`config.mk`:
```
export PLATFORM = sky130hd
export DESIGN_NAME = stopwatch_ctrl
export DESIGN_NICKNAME = d
export VERILOG_FILES = /design/src/rtl/stopwatch_ctrl.sv
export SDC_FILE = /design/constraint.sdc
export NUM_CORES = 1
export LEC_CHECK = 0
export CORE_MARGIN = 2
export CORE_UTILIZATION = 60
export CTS_CLUSTER_DIAMETER = 120
export CTS_CLUSTER_SIZE = 40
export DETAILED_ROUTE_END_ITERATION = 12
export GPL_ROUTABILITY_DRIVEN = 0
export PLACE_DENSITY = 0.87
export SYNTH_ARGS = -nofsm -noshare
export SYNTH_HDL_FRONTEND = slang
export SYNTH_SLANG_ARGS = --single-unit
```
`constraint.sdc`:
```
create_clock -name CLOCK_50 -period 3.1 [get_ports CLOCK_50]
set_clock_uncertainty 0.05 [all_clocks]
set_input_delay 0.62 -clock CLOCK_50 [delete_from_list [all_inputs] [get_ports CLOCK_50]]
set_output_delay 0.62 -clock CLOCK_50 [all_outputs]
set_load 0.1 [all_outputs]
```
`src/rtl/stopwatch_ctrl.sv`:
```
// Stopwatch control: debounced start/stop (and lap) keys, IDLE/RUN/STOP FSM, BCD hundredths
// counter and HEX0..HEX3 drive. Define STOPWATCH_LAP_EN to build the lap/freeze feature.
module stopwatch_ctrl #(
  parameter int TICK_DIV = 500000,
  parameter int DEB_CYC  = 1000000
) (
  input  logic        CLOCK_50,
  input  logic        KEY0,
  input  logic        KEY1,
  input  logic        KEY2,
  output logic [6:0]  HEX0,
  output logic [6:0]  HEX1,
  output logic [6:0]  HEX2,
  output logic [6:0]  HEX3,
  output logic [1:0]  LEDR,
  output logic [15:0] CNT_BCD
);

  localparam int DIV_W = (TICK_DIV > 1) ? $clog2(TICK_DIV) : 1;
  localparam int DEB_W = (DEB_CYC > 1) ? $clog2(DEB_CYC) : 1;
  localparam logic [DIV_W-1:0] DIV_LAST = DIV_W'(TICK_DIV - 1);
  localparam logic [DEB_W-1:0] DEB_LAST = DEB_W'(DEB_CYC - 1);

`ifdef STOPWATCH_LAP_EN
  localparam int NKEY = 2;
  logic [NKEY-1:0] w_key_n;
  assign w_key_n = {KEY2, KEY1};
`else
  localparam int NKEY = 1;
  logic [NKEY-1:0] w_key_n;
  logic            w_unused_key2;
  assign w_key_n       = KEY1;
  assign w_unused_key2 = KEY2;
`endif

  // Reset asserts asynchronously and releases two CLOCK_50 edges after KEY0 rises.
  logic [1:0] r_rst_sync;
  logic       w_rst_n;

  // NOTE: sequential state uses non-blocking (<=) so every flop samples pre-edge values.
  always_ff @(posedge CLOCK_50 or negedge KEY0) begin
    if (!KEY0) r_rst_sync <= 2'b00;
    else       r_rst_sync <= {r_rst_sync[0], 1'b1};
  end

  assign w_rst_n = r_rst_sync[1];

  // Per key: 2-flop synchronizer, debounce counter, registered 1-cycle press event.
  logic [NKEY-1:0]  r_sync0;
  logic [NKEY-1:0]  r_sync1;
  logic [NKEY-1:0]  r_level;
  logic [NKEY-1:0]  r_evt;
  logic [DEB_W-1:0] r_deb_cnt [NKEY];

  always_ff @(posedge CLOCK_50 or negedge w_rst_n) begin
    if (!w_rst_n) begin
      r_sync0 <= '1;
      r_sync1 <= '1;
      r_level <= '1;
      r_evt   <= '0;
      for (int k = 0; k < NKEY; k++) r_deb_cnt[k] <= '0;
    end else begin
      r_sync0 <= w_key_n;
      r_sync1 <= r_sync0;
      for (int k = 0; k < NKEY; k++) begin
        r_evt[k] <= 1'b0;
        if (r_sync1[k] == r_level[k]) begin
          r_deb_cnt[k] <= '0;
        end else if (r_deb_cnt[k] == DEB_LAST) begin
          r_deb_cnt[k] <= '0;
          r_level[k]   <= r_sync1[k];
          r_evt[k]     <= r_level[k];  // only a released->pressed acceptance is an event
        end else begin
          r_deb_cnt[k] <= r_deb_cnt[k] + 1'b1;
        end
      end
    end
  end

  logic w_ss;
  assign w_ss = r_evt[0];
`ifdef STOPWATCH_LAP_EN
  logic w_lap;
  assign w_lap = r_evt[1];
`endif

  // NOTE: blocking (=) is correct here: function locals are combinational temporaries.
  function automatic logic [15:0] bcd_inc(input logic [15:0] v);
    logic [15:0] res;
    logic        carry;
    res   = v;
    carry = 1'b1;
    for (int d = 0; d < 4; d++) begin
      if (carry) begin
        if (v[4*d +: 4] == 4'd9) begin
          res[4*d +: 4] = 4'd0;
        end else begin
          res[4*d +: 4] = v[4*d +: 4] + 4'd1;
          carry         = 1'b0;
        end
      end
    end
    return res;
  endfunction

  typedef enum logic [1:0] {S_IDLE, S_RUN, S_STOP} state_t;

  state_t           r_state;
  logic [DIV_W-1:0] r_div;
  logic [15:0]      r_count;
`ifdef STOPWATCH_LAP_EN
  logic [15:0]      r_lap;
  logic             r_freeze;
`endif

  always_ff @(posedge CLOCK_50 or negedge w_rst_n) begin
    if (!w_rst_n) begin
      r_state  <= S_IDLE;
      r_div    <= '0;
      r_count  <= '0;
`ifdef STOPWATCH_LAP_EN
      r_lap    <= '0;
      r_freeze <= 1'b0;
`endif
    end else begin
      case (r_state)
        S_IDLE: begin
          r_div   <= '0;
          r_count <= '0;
          if (w_ss) r_state <= S_RUN;
        end
        S_RUN: begin
          if (r_div == DIV_LAST) begin
            r_div   <= '0;
            r_count <= bcd_inc(r_count);
          end else begin
            r_div <= r_div + 1'b1;
          end
          // ss has priority; a lap arriving in the same cycle is dropped.
          if (w_ss) begin
            r_state <= S_STOP;
`ifdef STOPWATCH_LAP_EN
          end else if (w_lap) begin
            if (r_freeze) begin
              r_freeze <= 1'b0;
            end else begin
              r_lap    <= r_count;
              r_freeze <= 1'b1;
            end
`endif
          end
        end
        S_STOP: begin
          // Divider keeps its phase while stopped so resuming neither loses nor gains a tick.
          if (w_ss) begin
            r_state <= S_RUN;
`ifdef STOPWATCH_LAP_EN
          end else if (w_lap) begin
            if (r_freeze) begin
              r_freeze <= 1'b0;
            end else begin
              r_state <= S_IDLE;
              r_div   <= '0;
              r_count <= '0;
            end
`endif
          end
        end
        default: r_state <= S_IDLE;
      endcase
    end
  end

  function automatic logic [6:0] seg7(input logic [3:0] d);
    case (d)
      4'd0:    return 7'b1000000;
      4'd1:    return 7'b1111001;
      4'd2:    return 7'b0100100;
      4'd3:    return 7'b0110000;
      4'd4:    return 7'b0011001;
      4'd5:    return 7'b0010010;
      4'd6:    return 7'b0000010;
      4'd7:    return 7'b1111000;
      4'd8:    return 7'b0000000;
      4'd9:    return 7'b0010000;
      default: return 7'b1111111;
    endcase
  endfunction

  logic [15:0] w_disp;
`ifdef STOPWATCH_LAP_EN
  assign w_disp = r_freeze ? r_lap : r_count;
  assign LEDR   = {r_freeze, (r_state == S_RUN)};
`else
  assign w_disp = r_count;
  assign LEDR   = {1'b0, (r_state == S_RUN)};
`endif

  assign CNT_BCD = r_count;
  assign HEX0    = seg7(w_disp[3:0]);
  assign HEX1    = seg7(w_disp[7:4]);
  assign HEX2    = seg7(w_disp[11:8]);
  assign HEX3    = seg7(w_disp[15:12]);

endmodule

```
==> flow_metrics.env <==
export IMPL_drv_slew=0
export IMPL_drt_iter0_drc=210
export IMPL_drcViolationCount=0
export IMPL_yosys_area_top_type="dfrtp_1"
export IMPL_yosysSeqAreaShare_pct=40.29
export IMPL_fill_cells=486
export IMPL_nets=522
export IMPL_antenna_left=0
export IMPL_drive_gt1_share_pct=20.76
export IMPL_path_cells="inv_1 -> ha_1 -> or2_2 -> a21oi_1 -> nor2_2 -> buf_4"
export IMPL_antenna_found_initial=0
export IMPL_numClockSinks=63
export IMPL_antennaDiodeCount=0
export IMPL_p_int_uw=1206
export IMPL_multiInputGateArea_um2=2285
export IMPL_routedWlPerCell_um=14.59
export IMPL_fp_dieW_um=84.86
export IMPL_yosys_register_bits=63
export IMPL_drv_cap=0
export IMPL_r2r_worst_path_cells=5
export IMPL_final_hold_violation_count=0
export IMPL_mostFrequentLayoutCell="nor2_1"
export IMPL_crit_path_top_delay_cell="dfrtp_1"
export IMPL_synth_net_count=477
export IMPL_endpoint_kind="output pin"
export IMPL_post_cts_resized=0
export IMPL_p_switching_uw=333.6
export IMPL_holdWs_ns=0.2482
export IMPL_regArea_um2=1583
export IMPL_worst_slew_pin_slew_ns=0.8595
export IMPL_yosysWarnings=0
export IMPL_ios=50
export IMPL_dieArea_um2=7200
export IMPL_synth_cell_types=54
export IMPL_first_pass_iters=5
export IMPL_clk_latency_ns=0.34
export IMPL_htree_levels=3
export IMPL_min_path_type="reg2async"
export IMPL_run_status="finished clean"
export IMPL_synth_top_cell_area_share_pct=38.28
export IMPL_timing_rr_end="CNT_BCD[12]"
export IMPL_max_freq_ghz=0.3492
export IMPL_p_seq_share_pct=54.7
export IMPL_synth_area_top_cells="dfrtp_1 38%, ha_1 7.0%, nor2_1 6.8%"
export IMPL_start_util_pct=61.77
export IMPL_grt_usage_pct=24.63
export IMPL_core_area_um2=6350
export IMPL_fin_cells=578
export IMPL_root_buffer="clkbuf_8"
export IMPL_die_y_um=84.86
export IMPL_syn2layout_area_growth_pct=17.89
export IMPL_first_global_vias=3301
export IMPL_avgSynthCellArea_um2=8.697
export IMPL_cts_buffers=9
export IMPL_required_ns=2.43
export IMPL_clockBufferDepth=2
export IMPL_finalCritPeriodShare_pct=92.37
export IMPL_crit_type="reg2out"
export IMPL_dpl_hpwl_um=6090
export IMPL_setup_viol_count_final=0
export IMPL_rows=29
export IMPL_cts_hold_buf=0
export IMPL_grt_pass1_wl_um=14370
export IMPL_slew_limit_headroom_pct=42.26
export IMPL_period_minus_slack_ns=2.863
export IMPL_path_max_fanout=8
export IMPL_async_flop_share_pct=100.0
export IMPL_grt_max_degree=31
export IMPL_switching_share_pct=21.67
export IMPL_synth_edf_count=0
export IMPL_p_per_area_nw_per_um2=332.8
export IMPL_vias=3411
export IMPL_cp_start_kind="flop"
export IMPL_synthCells=451
export IMPL_wirelength_um=8435
export IMPL_rsz0062_at_grt="false"
export IMPL_reg2reg_slack_ns=0.80
export IMPL_ir_drop_v=0.0003171
export IMPL_cts_setup_buffers=0
export IMPL_max_stage_delay_ns=0.49
export IMPL_vias_per_cell=5.901
export IMPL_clk_pin_slew_ns=0.07
export IMPL_combPwrFrac_pct=1.8
export IMPL_cts_tree="built"
export IMPL_r2r_start="r_div[2]"
export IMPL_pwr_share_clk_pct=43.6
export IMPL_p_leak_uw=0.001982
export IMPL_syn_area_um2=3923
export IMPL_final_cell_mix="60 x nor2_1, 58 x dfrtp_1, 49 x buf_4"
export IMPL_ys_dominant_reg_cell="dfrtp_1"
export IMPL_worst_ep_arrival_time_ns=2.19
export IMPL_grt_overflow_total=0
export IMPL_placed_cells=562
export IMPL_placement_io_buffers=47
-- how the worst max path moves through the flow --
stage                    start      end
finish              CNT_BCD[9]  HEX2[0]
global route        CNT_BCD[9]  HEX2[0]
CTS                 CNT_BCD[9]  HEX2[0]
detailed placement  CNT_BCD[9]  HEX2[0]
global placement    CNT_BCD[9]  HEX2[0]
floorplan           CNT_BCD[6]  HEX1[0]
-- kinds of logic after synthesis --
group	share of synthesized area (%)
and+or+nand+nor	27.66
AOI/OAI and AO/OA	10.88
DFF	40.29
buffers and inverters	4.720
xor gates and xnor gates	7.368
adders and majority gates	7.017
muxes	1.882
other	0.1915
-- stage by stage --
| step | power, µW | cell area, µm² | util, % | worst slack [ns] | setup TNS, ns |
|---|---|---|---|---|---|
| 6_report | 1539 | 4624 | 72.83 | 0.2366 | 0 |
| 5_1_grt | 1593 | 4624 | 72.83 | 0.1650 | 0 |
| 4_1_cts | 1552 | 4624 | 72.83 | 0.2298 | 0 |
| 3_5_place_dp | 884.5 | 4442 | 69.95 | 0.6171 | 0 |
| 3_3_place_gp | 883.5 | 4442 | 69.95 | 0.7017 | 0 |
| 2_1_floorplan | 873.1 | 4051 | - | -0.5070 | -2.512 |
-- power by group through the flow --
| stage | Clock [µW] | Combinational [µW] | Sequential [µW] |
|---|---|---|---|
| after floorplan | 0 | 14.2 | 859 |
| after global placement | 0 | 27.3 | 856 |
| after detailed placement | 0 | 28.1 | 856 |
| after CTS | 682 | 28.2 | 842 |
| after global routing | 718 | 31.6 | 843 |
| final | 671 | 27.3 | 841 |
-- critical path, delay by kind of cell, from the launching register on --
kind,cells,cell delay [ns]
DFF,1,0.49
buffers and inverters,2,0.43
and+or+nand+nor,2,0.35
AOI/OAI and AO/OA,1,0.34
adders and majority gates,1,0.24
-- metal layers --
layer / GRT usage [%] / vias to the layer above / share of wire (%)
li1: - / 1653 / -
met1: 29.66 / 1641 / 43
met2: 42.95 / 104 / 51
met3: 4.669 / 13 / 4.9
met4: 11.11 / 0 / 1.7
met5: 0 / - / 0
-- cell usage after synthesis, drive strengths merged, types with 8 or more instances --
master  number
nand4       12
and3        10
o21ai       20
dfrtp       60
nor3        11
ha          22
nand3       27
nand2b       8
xor2        12
nand2       36
clkbuf      12
inv         23
xnor2       21
nor2        71
a21oi       28
a31oi        9
-- area by class of cell --
type                       count  area share, %
inverter                      24          1.948
sequential                    63          34.23
clock buffer                  12          2.922
tap                           77          2.083
timing repair buffer          51          8.387
multi-input combinational    347          49.40
clock inverter                 4          1.028
-- state kept, by name, summed over array words and instances, names as in the netlist --
name / count
r_sync1: 1
r_evt: 1
r_div: 19
r_state: 2
CNT_BCD: 16
r_level: 1
r_deb_cnt: 20
r_sync0: 1
r_rst_sync: 2
(Power assumes the default switching activity.)
==> patch 1: new RTL, config.mk and constraints unchanged <==
Register the output `HEX3`, without a reset; this adds one clock of latency there. The other outputs are not delayed to match.
--- a/src/rtl/stopwatch_ctrl.sv
+++ b/src/rtl/stopwatch_ctrl.sv
@@ -202,3 +202,5 @@
   assign HEX2    = seg7(w_disp[11:8]);
-  assign HEX3    = seg7(w_disp[15:12]);
+  always_ff @(posedge CLOCK_50) begin
+    HEX3 <= seg7(w_disp[15:12]);
+  end
 
Check against the original RTL: not equivalent (a bounded check fails within 4 cycles, from zero or initial values).
==> patch 1 against the unedited design <==
- sequential share of layout area increased by 0.47 points
- routed wire length rose by 12%
- worst setup slack better by 41 ps
- die area is 6.1% higher
- first-iteration DRC count grew 35%
- sequential cell count grew 7
- sequential power is 11% higher
- maximum frequency up 1.5%
- core utilization increased by 0.78 points
- synthesized area increased by 6.4%
- power grew 22%
- global-route usage increased by 1.6 points
- cell area increased by 7.5%
- critical path type unchanged
- largest cell class unchanged
- largest power group unchanged
==> patch 1: results (changes against the unedited design) <==
| Parameter | Value | Delta |
|:---|:---|:---|
| GRT Overall Usage | 0.2620 | was 0.2463 |
| Post-synthesis net count | 514 | was 477 |
| Count of synthesis-stage warnings from yosys | 0 | unchanged |
| Worst IR Drop VDD | 0.3630 mV | was 0.3171 mV |
| Cell family with the largest share of critical-path delay | flip-flops | unchanged |
| Share of the yosys chip area belonging to registers | 0.4122 | was 0.4029 |
| Most numerous cell types in the synthesized netlist | sky130_fd_sc_hd__dfrtp_1 (60), sky130_fd_sc_hd__nand2_1 (56), sky130_fd_sc_hd__nor2_1 (53) | was sky130_fd_sc_hd__nor2_1 (71), sky130_fd_sc_hd__dfrtp_1 (60), sky130_fd_sc_hd__nand2_1 (36) |
| Ranking of synthesized cells by area | sky130_fd_sc_hd__dfrtp_1 (36%), sky130_fd_sc_hd__ha_1 (6.6%), sky130_fd_sc_hd__nand2_1 (5.0%) | was sky130_fd_sc_hd__dfrtp_1 (38%), sky130_fd_sc_hd__ha_1 (7.0%), sky130_fd_sc_hd__nor2_1 (6.8%) |
| Run status | finished clean | unchanged |
| Maximum fanout count along the critical path | 7 | was 8 |
| Final-stage net count | 561 | was 522 |
| Met2 Track Usage GR | 0.4236 | was 0.4295 |
| Leak | 2.208 nW | was 1.982 nW |
| Vias post-DR | 3805 | was 3411 |
| Global-route track usage on met1 | 0.3327 | was 0.2966 |
| Largest net degree at the start of global routing | 33 | was 31 |
| Slew HR | 0.3721 | was 0.4226 |
| Global Route met3 Usage | 0.04360 | was 0.04669 |
| Vias in the first global route | 3491 | was 3301 |
| Pre-CTS setup slack | 675.0 ps | was 617.1 ps |
| Worst skew pair latency | 360 ps | was 340 ps |
| Routed wire length per instance | 15.23 µm | was 14.59 µm |
| Global-route wire length before repair | 15830 µm | was 14370 µm |
| Detailed-placement wirelength estimate | 6677 µm | was 6090 µm |
| Unique cell type count in the Yosys netlist | 53 | was 54 |
| Detailed Route Iter0 Violations | 283 | was 210 |
| FFs w/ async S/R, synth | 0.9000 | was 1.000 |
| Number of buffers on the longest clock path | 2 | unchanged |
| Fraction of final layout cells with drive strength greater than 1 | 0.1926 | was 0.2076 |
-- patch 1: cell count changes after synthesis, moves of 5 or more --
cell / unedited run / this run
sky130_fd_sc_hd__xnor2_1: 21 / 10
sky130_fd_sc_hd__nor3_1: 11 / 16
sky130_fd_sc_hd__clkbuf_1: 9 / 14
sky130_fd_sc_hd__nand2_1: 36 / 56
sky130_fd_sc_hd__o21ai_0: 20 / 34
sky130_fd_sc_hd__nand3_1: 27 / 33
sky130_fd_sc_hd__nor2_1: 71 / 53
sky130_fd_sc_hd__dfxtp_1: 0 / 7
-- patch 1: worst paths after layout --
check | end | from | slack, ps | cells after the start
max | HEX2[0] | CNT_BCD[9] | 280 | 6
min | r_deb_cnt[12] | r_rst_sync[1] | 270 | 0
max reg2reg | r_div[5] | r_div[14] | 850 | 5
min reg2reg | r_deb_cnt[12] | r_rst_sync[1] | 270 | 0
max in group asynchronous | r_sync0 | r_rst_sync[1] | 1940 | 1
min in group CLOCK_50 | r_rst_sync[1] | r_rst_sync[0] | 310 | 0
-- patch 1: kinds of logic after synthesis --
kind of cell	after synthesis	share of synthesized area
other	2	0.001799
xor gates and xnor gates	21	0.04406
buffers and inverters	39	0.03807
DFF	70	0.4122
and+or+nand+nor	229	0.2773
muxes	8	0.01948
AOI/OAI and AO/OA	97	0.1412
adders and majority gates	22	0.06595
-- patch 1: through the flow --
step | area (µm²) | instances | util | power, mW | hold slack, ps
3_3_place_gp | 4726 | 604 | 0.6994 | 0.9763 | 286.2
4_1_cts | 4974 | 620 | 0.7361 | 1.888 | 282.1
5_1_grt | 4974 | 620 | 0.7361 | 1.931 | 316.8
6_report | 4974 | 620 | 0.7361 | 1.879 | 265.6
2_1_floorplan | 4285 | 488 | - | 0.9668 | 274.4
3_5_place_dp | 4726 | 604 | 0.6994 | 0.9778 | 289.5
-- patch 1: report_power, final --
| group | switching (mW) | total, mW | internal, mW |
|---|---|---|---|
| logic | 0.0214 | 0.0290 | 0.00764 |
| clock network | 0.361 | 0.920 | 0.558 |
| registers | 0.0127 | 0.931 | 0.918 |
-- patch 1: routing by layer --
metal / up-vias / share of wire
met5: - / 0
met4: 0 / 0.025
met3: 24 / 0.052
met2: 126 / 0.49
met1: 1837 / 0.43
li1: 1818 / -
-- patch 1: final cells by class --
type	count	area, µm²
clock buffer	11	141.4
clock inverter	5	106.4
fill	488	1783
inverter	22	82.58
multi-input combinational	379	2402
sequential	70	1725
tap	80	100.1
timing repair buffer	53	415.4
-- patch 1: worst reg2reg max path: stages, from the launching register on --
cell	delay, ps
sky130_fd_sc_hd__dfrtp_1	460
sky130_fd_sc_hd__nor4b_2	430
sky130_fd_sc_hd__nand4_2	250
sky130_fd_sc_hd__o21ai_1	580
sky130_fd_sc_hd__o21ai_0	190
sky130_fd_sc_hd__a22o_1	200
==> patch 2: new RTL, same flow settings <==
Without the edit above. The option `STOPWATCH_LAP_EN` is turned on by a define.
--- a/src/rtl/stopwatch_ctrl.sv
+++ b/src/rtl/stopwatch_ctrl.sv
@@ -2,2 +2,4 @@
 // counter and HEX0..HEX3 drive. Define STOPWATCH_LAP_EN to build the lap/freeze feature.
+`define STOPWATCH_LAP_EN
+
 module stopwatch_ctrl #(
Check against the original RTL: same outputs for any inputs over 10 cycles, from zero or initial values; that may be too few to reach the edited logic, so the function may still have changed.
==> patch 2 against the unedited design <==
- cell area increased by 57%
- non-clock buffer count rose by 9
- synthesized area increased by 49%
- via count rose by 40%
- routed wire length is 51% higher
- combinational power increased by 89%
- critical path depth increased by 1
- worst setup slack worse by 130 ps
- count of clock-buffer cells in the layout is 2 lower
- sequential cell count rose by 41
- power rose by 41%
- critical endpoint is now HEX3[6]
- highest routed layer unchanged
==> patch 2: results (changes against the unedited design) <==
| Parameter | Value | Delta |
|:---|:---|:---|
| Run status | finished clean | unchanged |
| Worst Setup EP | HEX3[6] | was HEX2[0] |
| Detailed Route Iter0 Violations | 255 | was 210 |
| Detailed-placement wirelength estimate | 9026 µm | was 6090 µm |
| Power of the sequential group | 1.38 mW | was 0.841 mW |
| Number of cells on the worst reg-to-reg path | 6 | was 5 |
| Total iterations of the first detailed-routing run | 4 | was 5 |
| Combinational fraction of design power | 0.024 | was 0.018 |
| Largest net degree at the start of global routing | 102 | was 31 |
| Reg-to-reg startpoint | r_state[1] | was r_div[2] |
| Slew HR | 0.5076 | was 0.4226 |
| Post-synthesis net count | 664 | was 477 |
| Most numerous cell types in the synthesized netlist | sky130_fd_sc_hd__nor2_1 (116), sky130_fd_sc_hd__dfrtp_1 (98), sky130_fd_sc_hd__a21oi_1 (43) | was sky130_fd_sc_hd__nor2_1 (71), sky130_fd_sc_hd__dfrtp_1 (60), sky130_fd_sc_hd__nand2_1 (36) |
| Number of instances in the synthesized netlist | 629 | was 451 |
| Count of antenna diodes in the layout | 0 | unchanged |
| Share of the yosys chip area belonging to registers | 0.4453 | was 0.4029 |
| Worst IR Drop VDD | 0.2592 mV | was 0.3171 mV |
| Worst skew pair latency | 370 ps | was 340 ps |
| Vias in the first global route | 4690 | was 3301 |
| Fraction of final layout cells with drive strength greater than 1 | 0.2003 | was 0.2076 |
| Leak | 3.113 nW | was 1.982 nW |
| Via density | 5.843 | was 5.901 |
| Clock slew at the register clock pins of the worst setup and hold paths | 100 ps | was 70 ps |
| End of the worst register-to-register path | CNT_BCD[14] | was CNT_BCD[12] |
| Filler-free cell count of the finished design | 817 | was 578 |
| Sum of internal, switching and leakage power | 2.166 mW | was 1.539 mW |
| Power Internal | 1.670 mW | was 1.206 mW |
| Maximum fanout count along the critical path | 26 | was 8 |
| Ranking of synthesized cells by area | sky130_fd_sc_hd__dfrtp_1 (42%), sky130_fd_sc_hd__nor2_1 (7.4%), sky130_fd_sc_hd__ha_1 (6.6%) | was sky130_fd_sc_hd__dfrtp_1 (38%), sky130_fd_sc_hd__ha_1 (7.0%), sky130_fd_sc_hd__nor2_1 (6.8%) |
| Fin Hold WS | 47.68 ps | was 248.2 ps |
| Count of filler cells inserted in the layout | 656 | was 486 |
| Total detailed-routing wirelength | 12700 µm | was 8435 µm |
| Setup slack on the worst flop-to-flop path | 710 ps | was 800 ps |
| Global-route wire length before repair | 21290 µm | was 14370 µm |
| Arrival @ worst endpoint | 2320 ps | was 2190 ps |
| Unique cell type count in the Yosys netlist | 61 | was 54 |
| Number of placed cells counting well taps | 802 | was 562 |
| Final-stage net count | 715 | was 522 |
| Buffers on Ports | 49 | was 47 |
| CP startpoint | r_freeze | was CNT_BCD[9] |
| GRT Overall Usage | 0.2536 | was 0.2463 |
| Post-CTS setup-driven buffer insertion count | 0 | unchanged |
[patch 2: logic make-up after synthesis]
logic type	Yosys count	synth area share
xor gates and xnor gates	54	0.08068
adders and majority gates	31	0.06617
muxes	16	0.02839
AOI/OAI and AO/OA	115	0.1236
DFF	104	0.4453
and+or+nand+nor	265	0.2250
other	1	0.0006397
buffers and inverters	43	0.03031
[patch 2: layout make-up]
class                   count  share of cell area
clock buffers              10             0.01761
repair buffers             60              0.1185
inverters                  23             0.01192
flip-flops and latches    104              0.3609
well taps                 133             0.02297
clock inverters             5            0.004835
multi-input cells         482              0.4633
[patch 2: per-layer routing]
metal / wire (µm) / share of wire / vias up / GRT usage
li1: - / - / 2291 / -
met1: 5423 / 0.43 / 2341 / 0.3255
met2: 6564 / 0.52 / 121 / 0.4374
met3: 470 / 0.037 / 21 / 0.03729
met4: 237 / 0.019 / 0 / 0.09919
met5: 0 / 0 / - / 0
[patch 2: critical path, cell delays in order, from the launching register on]
cell,delay [ps]
sky130_fd_sc_hd__dfrtp_2,460
sky130_fd_sc_hd__buf_12,220
sky130_fd_sc_hd__mux2i_2,380
sky130_fd_sc_hd__buf_4,250
sky130_fd_sc_hd__nand2b_1,160
sky130_fd_sc_hd__nor2_1,100
sky130_fd_sc_hd__a21oi_2,160
sky130_fd_sc_hd__buf_12,190
[patch 2: repair_timing]
action | CTS | global route
resized for setup | 6 | 8
pin swaps | 0 | 0
endpoints found under the setup margin | 13 | 12
[patch 2: metrics by stage]
stage	setup WS, ps	util	instance area [µm²]
2_1_floorplan	-258.5	-	6098
3_3_place_gp	463.4	0.7300	7037
3_5_place_dp	294.8	0.7300	7037
4_1_cts	16.48	0.7486	7216
5_1_grt	-15.47	0.7517	7246
6_report	108.2	0.7517	7246
